File: config.mk
export PLATFORM = sky130hd
export DESIGN_NAME = axis_ethernet_tx_pad_fcs_flat
export DESIGN_NICKNAME = d
export VERILOG_FILES = /design/src/rtl/axis_ethernet_tx_pad_fcs_pkg.sv /design/src/rtl/axis_ethernet_tx_pad_fcs_if.sv /design/src/rtl/axis_ethernet_tx_pad_fcs_crc.sv /design/src/rtl/axis_ethernet_tx_pad_fcs.sv /design/src/flat_wrapper.sv
export SDC_FILE = /design/constraint.sdc
export NUM_CORES = 1
export LEC_CHECK = 0
export BUFFER_PORTS_ARGS = -buffer_cell sky130_fd_sc_hd__clkbuf_2
export CORE_UTILIZATION = 40
export CTS_BUF_LIST = sky130_fd_sc_hd__clkbuf_8
export DETAILED_ROUTE_END_ITERATION = 12
export GPL_ROUTABILITY_DRIVEN = 0
export SYNTH_ARGS = -nofsm -noshare
export SYNTH_HDL_FRONTEND = slang
export SYNTH_HIERARCHICAL = 1
export SYNTH_SLANG_ARGS = --single-unit
File: constraint.sdc
create_clock -name axi_rx_aclk -period 14 [get_ports axi_rx_aclk]
set_clock_uncertainty 0.05 [all_clocks]
set_input_delay 0.7 -clock axi_rx_aclk [delete_from_list [all_inputs] [get_ports axi_rx_aclk]]
set_output_delay 0.7 -clock axi_rx_aclk [all_outputs]
set_load 0.01 [all_outputs]
File: src/rtl/axis_ethernet_tx_pad_fcs_pkg.sv
// EthernetBus: shared definitions for the Ethernet transmit path.
//   - CRC-32 polynomial (normal form) and initial value
//   - minimum Ethernet frame length without FCS
//   - transmit FSM state encoding
//   - helpers: bit reflection, byte count from a contiguous strobe
package EthernetBus;

  localparam logic [31:0] CRC32_POLY        = 32'h04C11DB7;
  localparam logic [31:0] CRC32_INIT        = 32'hFFFFFFFF;
  localparam int          ETH_MIN_FRAME_LEN = 60;

  typedef logic [1:0] tx_state_t;
  localparam tx_state_t ST_DATA     = 2'd0; // also the idle state
  localparam tx_state_t ST_PAD      = 2'd1;
  localparam tx_state_t ST_FCS      = 2'd2;
  localparam tx_state_t ST_FCS_TAIL = 2'd3;

  function automatic logic [31:0] reflect32(input logic [31:0] v);
    logic [31:0] r;
    r = '0;
    for (int i = 0; i < 32; i++) r[i] = v[31-i];
    return r;
  endfunction

  // Strobes are contiguous from lane 0, so the highest set lane gives the count.
  function automatic logic [2:0] strb_bytes(input logic [3:0] s);
    logic [2:0] n;
    if (s[3])      n = 3'd4;
    else if (s[2]) n = 3'd3;
    else if (s[1]) n = 3'd2;
    else if (s[0]) n = 3'd1;
    else           n = 3'd0;
    return n;
  endfunction

endpackage

File: src/rtl/axis_ethernet_tx_pad_fcs_if.sv
// AXIStream: 32-bit AXI4-Stream bundle including clock and reset.
//   receiver    : sink side (drives tready only)
//   transmitter : source side (drives clock/reset forward and all payload)
// Handshake: a beat transfers on a rising aclk edge where tvalid and tready
// are both 1; a source holding tvalid=1 keeps every payload signal stable
// until that transfer happens.
interface AXIStream;
  logic        aclk;
  logic        areset_n;
  logic        tvalid;
  logic        tready;
  logic [31:0] tdata;
  logic [3:0]  tstrb;
  logic [3:0]  tkeep;
  logic        tlast;
  logic        tuser;
  logic        tid;
  logic        tdest;
  logic        twakeup;

  modport receiver (
    input  aclk, areset_n, tvalid, tdata, tstrb, tkeep, tlast,
           tuser, tid, tdest, twakeup,
    output tready
  );

  modport transmitter (
    output aclk, areset_n, tvalid, tdata, tstrb, tkeep, tlast,
           tuser, tid, tdest, twakeup,
    input  tready
  );
endinterface

File: src/rtl/axis_ethernet_tx_pad_fcs_crc.sv
// EthernetCRC32_Update32: combinational reflected CRC-32 update over the
// lowest 0..4 bytes of a 32-bit word (byte 0 first, LSB first).
//   crc_in  : running CRC register value
//   data    : input word, byte k in data[8k+7:8k]
//   nbytes  : number of valid bytes (0..4); 0 passes crc_in through
//   crc_out : updated CRC register value (not complemented)
module EthernetCRC32_Update32
  import EthernetBus::*;
(
  input  logic [31:0] crc_in,
  input  logic [31:0] data,
  input  logic [2:0]  nbytes,
  output logic [31:0] crc_out
);
  localparam logic [31:0] POLY_R = reflect32(CRC32_POLY);

  logic [31:0] c;

  always_comb begin
    c = crc_in;
    for (int b = 0; b < 4; b++) begin
      if (3'(b) < nbytes) begin
        c = c ^ {24'd0, data[8*b +: 8]};
        for (int i = 0; i < 8; i++) c = c[0] ? ((c >> 1) ^ POLY_R) : (c >> 1);
      end
    end
    crc_out = c;
  end
endmodule

File: src/rtl/axis_ethernet_tx_pad_fcs.sv
// axis_ethernet_tx_pad_fcs: pads Ethernet frames to MIN_LEN bytes with zeros
// and (APPEND_FCS=1) appends the CRC-32 FCS byte-packed after the last byte.
//   axi_rx  : input stream (receiver); its aclk/areset_n clock the block
//   axi_tx  : output stream (transmitter), fully registered
//   state_o : current FSM state (ST_DATA/ST_PAD/ST_FCS/ST_FCS_TAIL)
module axis_ethernet_tx_pad_fcs
  import EthernetBus::*;
#(
  parameter int MIN_LEN    = ETH_MIN_FRAME_LEN,
  parameter bit APPEND_FCS = 1'b1
) (
  AXIStream.receiver    axi_rx,
  AXIStream.transmitter axi_tx,
  output logic [1:0]    state_o
);
  localparam logic [11:0] MIN_L   = 12'(MIN_LEN);
  localparam logic [10:0] CNT_MAX = 11'h7FF;

  logic clk, rst_n;
  assign clk   = axi_rx.aclk;
  assign rst_n = axi_rx.areset_n;

  tx_state_t   state_q, state_d;
  logic [10:0] cnt_q, cnt_d;
  logic [31:0] crc_q, crc_d, crc_upd, fcs;
  logic [2:0]  fidx_q, fidx_d;
  logic        tvalid_q, tlast_q;
  logic [31:0] tdata_q;
  logic [3:0]  tstrb_q, tkeep_q;

  logic        out_free, rx_ready, step, ending, emit, pad_done, out_last;
  logic [2:0]  n, p, f, fidx, nbytes;
  logic [11:0] cnt_ext, cnt_pad, need;
  logic [31:0] word_in, out_data;
  logic [3:0]  out_strb;
  logic [1:0]  fsel;
  logic        unused_sigs;

  assign unused_sigs = ^{axi_rx.tkeep, axi_rx.tuser, axi_rx.tid, axi_rx.tdest, axi_rx.twakeup};

  // The output register can take a new word when empty or being drained.
  assign out_free = !tvalid_q || axi_tx.tready;
  assign rx_ready = rst_n && (state_q == ST_DATA) && out_free;

  // Source of this cycle's word: input data in ST_DATA, nothing otherwise.
  // Every non-DATA state is part of the frame ending.
  always_comb begin
    step    = 1'b0;
    ending  = 1'b1;
    n       = 3'd0;
    fidx    = 3'd0;
    word_in = '0;
    case (state_q)
      ST_DATA: begin
        step   = axi_rx.tvalid && rx_ready;
        ending = axi_rx.tlast;
        n      = strb_bytes(axi_rx.tstrb);
        for (int l = 0; l < 4; l++)
          if (3'(l) < n) word_in[8*l +: 8] = axi_rx.tdata[8*l +: 8];
      end
      ST_FCS_TAIL: begin
        step = out_free;
        fidx = fidx_q;
      end
      default: step = out_free;
    endcase
  end

  // Lane budget of the word: n data bytes, then p pad bytes (only while
  // ending and short of MIN_LEN), then f FCS bytes once padding is complete.
  always_comb begin
    cnt_ext = {1'b0, cnt_q} + {9'd0, n};
    need    = (cnt_ext < MIN_L) ? (MIN_L - cnt_ext) : 12'd0;
    p       = 3'd0;
    if (ending) p = (need < 12'(3'd4 - n)) ? need[2:0] : (3'd4 - n);
    cnt_pad  = cnt_ext + {9'd0, p};
    pad_done = (cnt_pad >= MIN_L);
    f = 3'd0;
    if (APPEND_FCS && ending && pad_done)
      f = ((3'd4 - fidx) < (3'd4 - n - p)) ? (3'd4 - fidx) : (3'd4 - n - p);
    nbytes   = n + p;
    out_last = ending && pad_done && (!APPEND_FCS || (fidx + f == 3'd4));
    // A strobe-less, non-last input beat is swallowed without output.
    emit     = step && (ending || n != 3'd0);
  end

  EthernetCRC32_Update32 u_crc (
    .crc_in  (crc_q),
    .data    (word_in),
    .nbytes  (nbytes),
    .crc_out (crc_upd)
  );

  // In FCS/FCS_TAIL nbytes is 0, so crc_upd is the stored final CRC.
  assign fcs = ~crc_upd;

  always_comb begin
    out_data = word_in;
    out_strb = '0;
    fsel     = 2'd0;
    for (int l = 0; l < 4; l++) begin
      if (3'(l) < n + p + f) out_strb[l] = 1'b1;
      if (3'(l) >= n + p && 3'(l) < n + p + f) begin
        fsel = 2'(fidx + 3'(l) - n - p);
        out_data[8*l +: 8] = fcs[8*fsel +: 8];
      end
    end
  end

  always_comb begin
    state_d = state_q;
    cnt_d   = cnt_q;
    crc_d   = crc_q;
    fidx_d  = fidx_q;
    if (step) begin
      if (out_last) begin
        state_d = ST_DATA;
        cnt_d   = '0;
        crc_d   = CRC32_INIT;
        fidx_d  = '0;
      end else begin
        cnt_d = (cnt_pad > {1'b0, CNT_MAX}) ? CNT_MAX : cnt_pad[10:0];
        crc_d = crc_upd;
        if (!ending)                           state_d = ST_DATA;
        else if (!pad_done)                    state_d = ST_PAD;
        else if (f == 3'd0 && fidx == 3'd0)   state_d = ST_FCS;
        else begin
          state_d = ST_FCS_TAIL;
          fidx_d  = fidx + f;
        end
      end
    end
  end

  always_ff @(posedge clk or negedge rst_n) begin
    if (!rst_n) begin
      state_q  <= ST_DATA;
      cnt_q    <= '0;
      crc_q    <= CRC32_INIT;
      fidx_q   <= '0;
      tvalid_q <= 1'b0;
      tlast_q  <= 1'b0;
      tdata_q  <= '0;
      tstrb_q  <= '0;
      tkeep_q  <= '0;
    end else begin
      state_q <= state_d;
      cnt_q   <= cnt_d;
      crc_q   <= crc_d;
      fidx_q  <= fidx_d;
      if (out_free) begin
        tvalid_q <= emit;
        if (emit) begin
          tdata_q <= out_data;
          tstrb_q <= out_strb;
          tlast_q <= out_last;
          tkeep_q <= 4'hF;
        end
      end
    end
  end

  assign axi_rx.tready   = rx_ready;
  assign axi_tx.aclk     = axi_rx.aclk;
  assign axi_tx.areset_n = axi_rx.areset_n;
  assign axi_tx.tvalid   = tvalid_q;
  assign axi_tx.tdata    = tdata_q;
  assign axi_tx.tstrb    = tstrb_q;
  assign axi_tx.tkeep    = tkeep_q;
  assign axi_tx.tlast    = tlast_q;
  assign axi_tx.tuser    = 1'b0;
  assign axi_tx.tid      = 1'b0;
  assign axi_tx.tdest    = 1'b0;
  assign axi_tx.twakeup  = 1'b1;
  assign state_o         = state_q;
endmodule

File: src/flat_wrapper.sv
// flat-port wrapper written by rule: the top's interface ports become plain ports
module axis_ethernet_tx_pad_fcs_flat import EthernetBus::*;
#(
  parameter int MIN_LEN    = ETH_MIN_FRAME_LEN,
  parameter bit APPEND_FCS = 1'b1
)
  (state_o, axi_rx_aclk, axi_rx_areset_n, axi_rx_tvalid, axi_rx_tdata, axi_rx_tstrb, axi_rx_tkeep, axi_rx_tlast, axi_rx_tuser, axi_rx_tid, axi_rx_tdest, axi_rx_twakeup, axi_rx_tready, axi_tx_aclk, axi_tx_areset_n, axi_tx_tvalid, axi_tx_tdata, axi_tx_tstrb, axi_tx_tkeep, axi_tx_tlast, axi_tx_tuser, axi_tx_tid, axi_tx_tdest, axi_tx_twakeup, axi_tx_tready);
  AXIStream axi_rx_i ();
  AXIStream axi_tx_i ();
  output logic [1:0] state_o;
  input wire logic [$bits(axi_rx_i.aclk)-1:0] axi_rx_aclk;
  input wire logic [$bits(axi_rx_i.areset_n)-1:0] axi_rx_areset_n;
  input wire logic [$bits(axi_rx_i.tvalid)-1:0] axi_rx_tvalid;
  input wire logic [$bits(axi_rx_i.tdata)-1:0] axi_rx_tdata;
  input wire logic [$bits(axi_rx_i.tstrb)-1:0] axi_rx_tstrb;
  input wire logic [$bits(axi_rx_i.tkeep)-1:0] axi_rx_tkeep;
  input wire logic [$bits(axi_rx_i.tlast)-1:0] axi_rx_tlast;
  input wire logic [$bits(axi_rx_i.tuser)-1:0] axi_rx_tuser;
  input wire logic [$bits(axi_rx_i.tid)-1:0] axi_rx_tid;
  input wire logic [$bits(axi_rx_i.tdest)-1:0] axi_rx_tdest;
  input wire logic [$bits(axi_rx_i.twakeup)-1:0] axi_rx_twakeup;
  output wire logic [$bits(axi_rx_i.tready)-1:0] axi_rx_tready;
  output wire logic [$bits(axi_tx_i.aclk)-1:0] axi_tx_aclk;
  output wire logic [$bits(axi_tx_i.areset_n)-1:0] axi_tx_areset_n;
  output wire logic [$bits(axi_tx_i.tvalid)-1:0] axi_tx_tvalid;
  output wire logic [$bits(axi_tx_i.tdata)-1:0] axi_tx_tdata;
  output wire logic [$bits(axi_tx_i.tstrb)-1:0] axi_tx_tstrb;
  output wire logic [$bits(axi_tx_i.tkeep)-1:0] axi_tx_tkeep;
  output wire logic [$bits(axi_tx_i.tlast)-1:0] axi_tx_tlast;
  output wire logic [$bits(axi_tx_i.tuser)-1:0] axi_tx_tuser;
  output wire logic [$bits(axi_tx_i.tid)-1:0] axi_tx_tid;
  output wire logic [$bits(axi_tx_i.tdest)-1:0] axi_tx_tdest;
  output wire logic [$bits(axi_tx_i.twakeup)-1:0] axi_tx_twakeup;
  input wire logic [$bits(axi_tx_i.tready)-1:0] axi_tx_tready;
  assign axi_rx_i.aclk = axi_rx_aclk;
  assign axi_rx_i.areset_n = axi_rx_areset_n;
  assign axi_rx_i.tvalid = axi_rx_tvalid;
  assign axi_rx_i.tdata = axi_rx_tdata;
  assign axi_rx_i.tstrb = axi_rx_tstrb;
  assign axi_rx_i.tkeep = axi_rx_tkeep;
  assign axi_rx_i.tlast = axi_rx_tlast;
  assign axi_rx_i.tuser = axi_rx_tuser;
  assign axi_rx_i.tid = axi_rx_tid;
  assign axi_rx_i.tdest = axi_rx_tdest;
  assign axi_rx_i.twakeup = axi_rx_twakeup;
  assign axi_rx_tready = axi_rx_i.tready;
  assign axi_tx_aclk = axi_tx_i.aclk;
  assign axi_tx_areset_n = axi_tx_i.areset_n;
  assign axi_tx_tvalid = axi_tx_i.tvalid;
  assign axi_tx_tdata = axi_tx_i.tdata;
  assign axi_tx_tstrb = axi_tx_i.tstrb;
  assign axi_tx_tkeep = axi_tx_i.tkeep;
  assign axi_tx_tlast = axi_tx_i.tlast;
  assign axi_tx_tuser = axi_tx_i.tuser;
  assign axi_tx_tid = axi_tx_i.tid;
  assign axi_tx_tdest = axi_tx_i.tdest;
  assign axi_tx_twakeup = axi_tx_i.twakeup;
  assign axi_tx_i.tready = axi_tx_tready;
  axis_ethernet_tx_pad_fcs #(.MIN_LEN(MIN_LEN), .APPEND_FCS(APPEND_FCS)) u_core (.axi_rx(axi_rx_i), .axi_tx(axi_tx_i), .state_o(state_o));
endmodule
==> impl_metrics.yaml <==
final_layout:
  drive_gt1_share_pct: 20.6
  final_common_cell: "nand2_1"
  layout_common_cells: "nand2_1, xnor2_1, nor2_1"
  n_fill_cell: 3170
  syn2layout_area_growth_pct: 9.18
  nets: 1585
  n_antenna_cell: 0
worst_setup_path:
  crit_type: "reg2reg"
  crit_fanout: 20
  cp-end-kind: "flop"
  critPathArrivalTime_ns: 13.47
  cp.required_ns: 14.33
  crit_slowest_cell: "or3_2"
  rrSetupSlack_ns: 0.85
  startpoint_type: "flop"
  max_stage_delay_ns: 0.75
grt:
  grt-ovfl-total: 0
  grt_use_total_pct: 25.8
  antenna_found_initial: 0
  grt_pass1_wl_mm: 64.5
  first_global_vias: 10500
  grt_max_degree: 61
synth:
  netlist_instances: 1419
  ys_seq_area_share_pct: 17.1
  netlist_area_mm2: 0.0130
  synth_edf_count: 0
  yosys_warnings: 6
  ys_seq_elements: 87
  synthDistinctLibCells: 99
  synth.avg_cell_area_um2: 9.15
  synth_ff_type: "dfrtp_1"
  async_flop_share_pct: 100
timing:
  min_period_ns: 13.15
  tightest_slew_ns: 1.12
  slew_violations: 0
  fin_setup_tns_ns: 0
  period_share_pct: 93.9
  hold_viol: 0
  setup_viol: 0
  rsz0062_at_grt: "no"
  max_freq_mhz: 76.1
  relSlewSlack_pct: 25.6
floorplan:
  rows: 65
  ios: 100
  core_mm2: 0.0317
  dieArea_mm2: 0.0332
  die_w_um: 182
  die_h_um: 182
  initial_core_util_pct: 40.9
routing:
  viasPerCell: 5.86
  drtAntennaViolNets: 0
  route.detailed.drc: 0
  firstDrtPassIters: 5
  via_count: 11100
  routed_wl_mm: 42.4
  routedWlPerCell_um: 22.3
  drt_iter0_drc: 1012
clock_network:
  clk_latency_ns: 0.50
  cts_tree: "done"
  clk_pin_slew_ns: 0.11
place:
  port_buffers: 87
  dpl.hpwl_mm: 33.3
run_status:
  status: "finished, final reports clean"
min_path:
  min_path_type: "in2async"
flow_run:
  drv_cap: 0
## logic make-up (layout without fill, tap and decap cells)
logic type	Yosys count	in the layout	synth area share (%)
xor gates and xnor gates	280	280	28.4
AOI/OAI and AO/OA	299	299	15.5
buffers and inverters	121	182	4.22
muxes	110	110	12.1
adders and majority gates	44	44	4.70
DFF	87	87	17.1
and+or+nand+nor	476	476	17.9
other	2	19	0.0578
## registers in the layout, summed over array words and instances, names as in the netlist
name	count
u_core/axi_tx.tdata	32
u_core/axi_tx.tlast	1
u_core/cnt_q	11
u_core/crc_q	32
u_core/state_o	2
u_core/axi_tx.tvalid	1
u_core/fidx_q	3
u_core/axi_tx.tstrb	4
u_core/axi_tx.tkeep	1
## routing by layer
metal	GRT usage (%)	part of all wire [%]	up-vias
li1	-	-	5190
met1	37.2	44	5381
met2	38.5	43	495
met3	4.79	9.1	64
met4	8.87	3.2	0
met5	0	0	-
## through the flow
step | hold slack (ns) | std cells | cell area [um2] | utilization, % | setup WS [ns]
floorplan | 0.354 | 1436 | 13100 | - | 2.59
global placement | 0.405 | 1880 | 13900 | 43.9 | 0.738
detailed placement | 0.406 | 1880 | 13900 | 43.9 | 0.588
CTS | 0.0819 | 1899 | 14200 | 44.7 | 1.04
global route | 0.0983 | 1899 | 14200 | 44.7 | 0.0676
finish | 0.0897 | 1899 | 14200 | 44.7 | 0.854
## layout make-up
cell class | count | area [um2] | share of cell area, %
multi-input combinational | 1228 | 10300 | 72.8
tap | 402 | 503 | 3.55
inverter | 32 | 120 | 0.847
clock buffer | 13 | 170 | 1.20
clock inverter | 7 | 86.3 | 0.609
sequential | 87 | 2220 | 15.6
timing repair buffer | 130 | 763 | 5.38
## path summary, 6_finish.rpt
kind                                          startpoint                             endpoint  cells past startpoint
setup reg to reg           u_core/state_o[1]$_DFFE_PN0P_   u_core/axi_tx.tdata[2]$_DFFE_PN0P_                     42
hold / removal                           axi_rx_areset_n  u_core/axi_tx.tdata[25]$_DFFE_PN0P_                      1
setup / recovery           u_core/state_o[1]$_DFFE_PN0P_   u_core/axi_tx.tdata[2]$_DFFE_PN0P_                     42
hold reg to reg             u_core/crc_q[12]$_DFFE_PN1P_         u_core/crc_q[12]$_DFFE_PN1P_                      2
min in group axi_rx_aclk    u_core/crc_q[12]$_DFFE_PN1P_         u_core/crc_q[12]$_DFFE_PN1P_                      2
max in group asynchronous                axi_rx_areset_n   u_core/axi_tx.tstrb[2]$_DFFE_PN0P_                      2
## timing repair
item | 4_1_cts | 5_1_grt
setup buffers | 0 | 0
gates resized for setup | 0 | 1
endpoints found under the hold margin | 0 | 0
setup endpoints to repair | 0 | 4
hold buffers | 0 | 0
## cell usage after synthesis, types with 16 or more instances
cell	instances	area, um2
dfrtp_1	55	1380
nand3_1	29	145
dfstp_2	32	841
xnor3_1	52	1170
xnor2_1	135	1180
o211ai_1	43	323
and2_1	32	200
mux4_2	32	721
inv_1	32	120
o21ai_0	85	425
nor3_1	18	90.1
xor2_1	55	482
ha_1	36	450
nor2_1	90	338
nand2_1	190	713
and3_1	16	100
mux2i_1	58	581
clkbuf_1	55	206
a21oi_1	61	305
## worst max-delay path: cells and delay by family, from the launching register on
kind	cells	cell delay [ns]
compound gates	13	3.52
simple gates	11	3.35
xor+xnor	6	1.97
mux	4	1.55
fa+ha+maj	5	1.53
flops	1	0.52
buf+inv	3	0.50
Power is not shown: default switching activity piles up to over one toggle a cycle in this logic, so the estimate is an artifact.
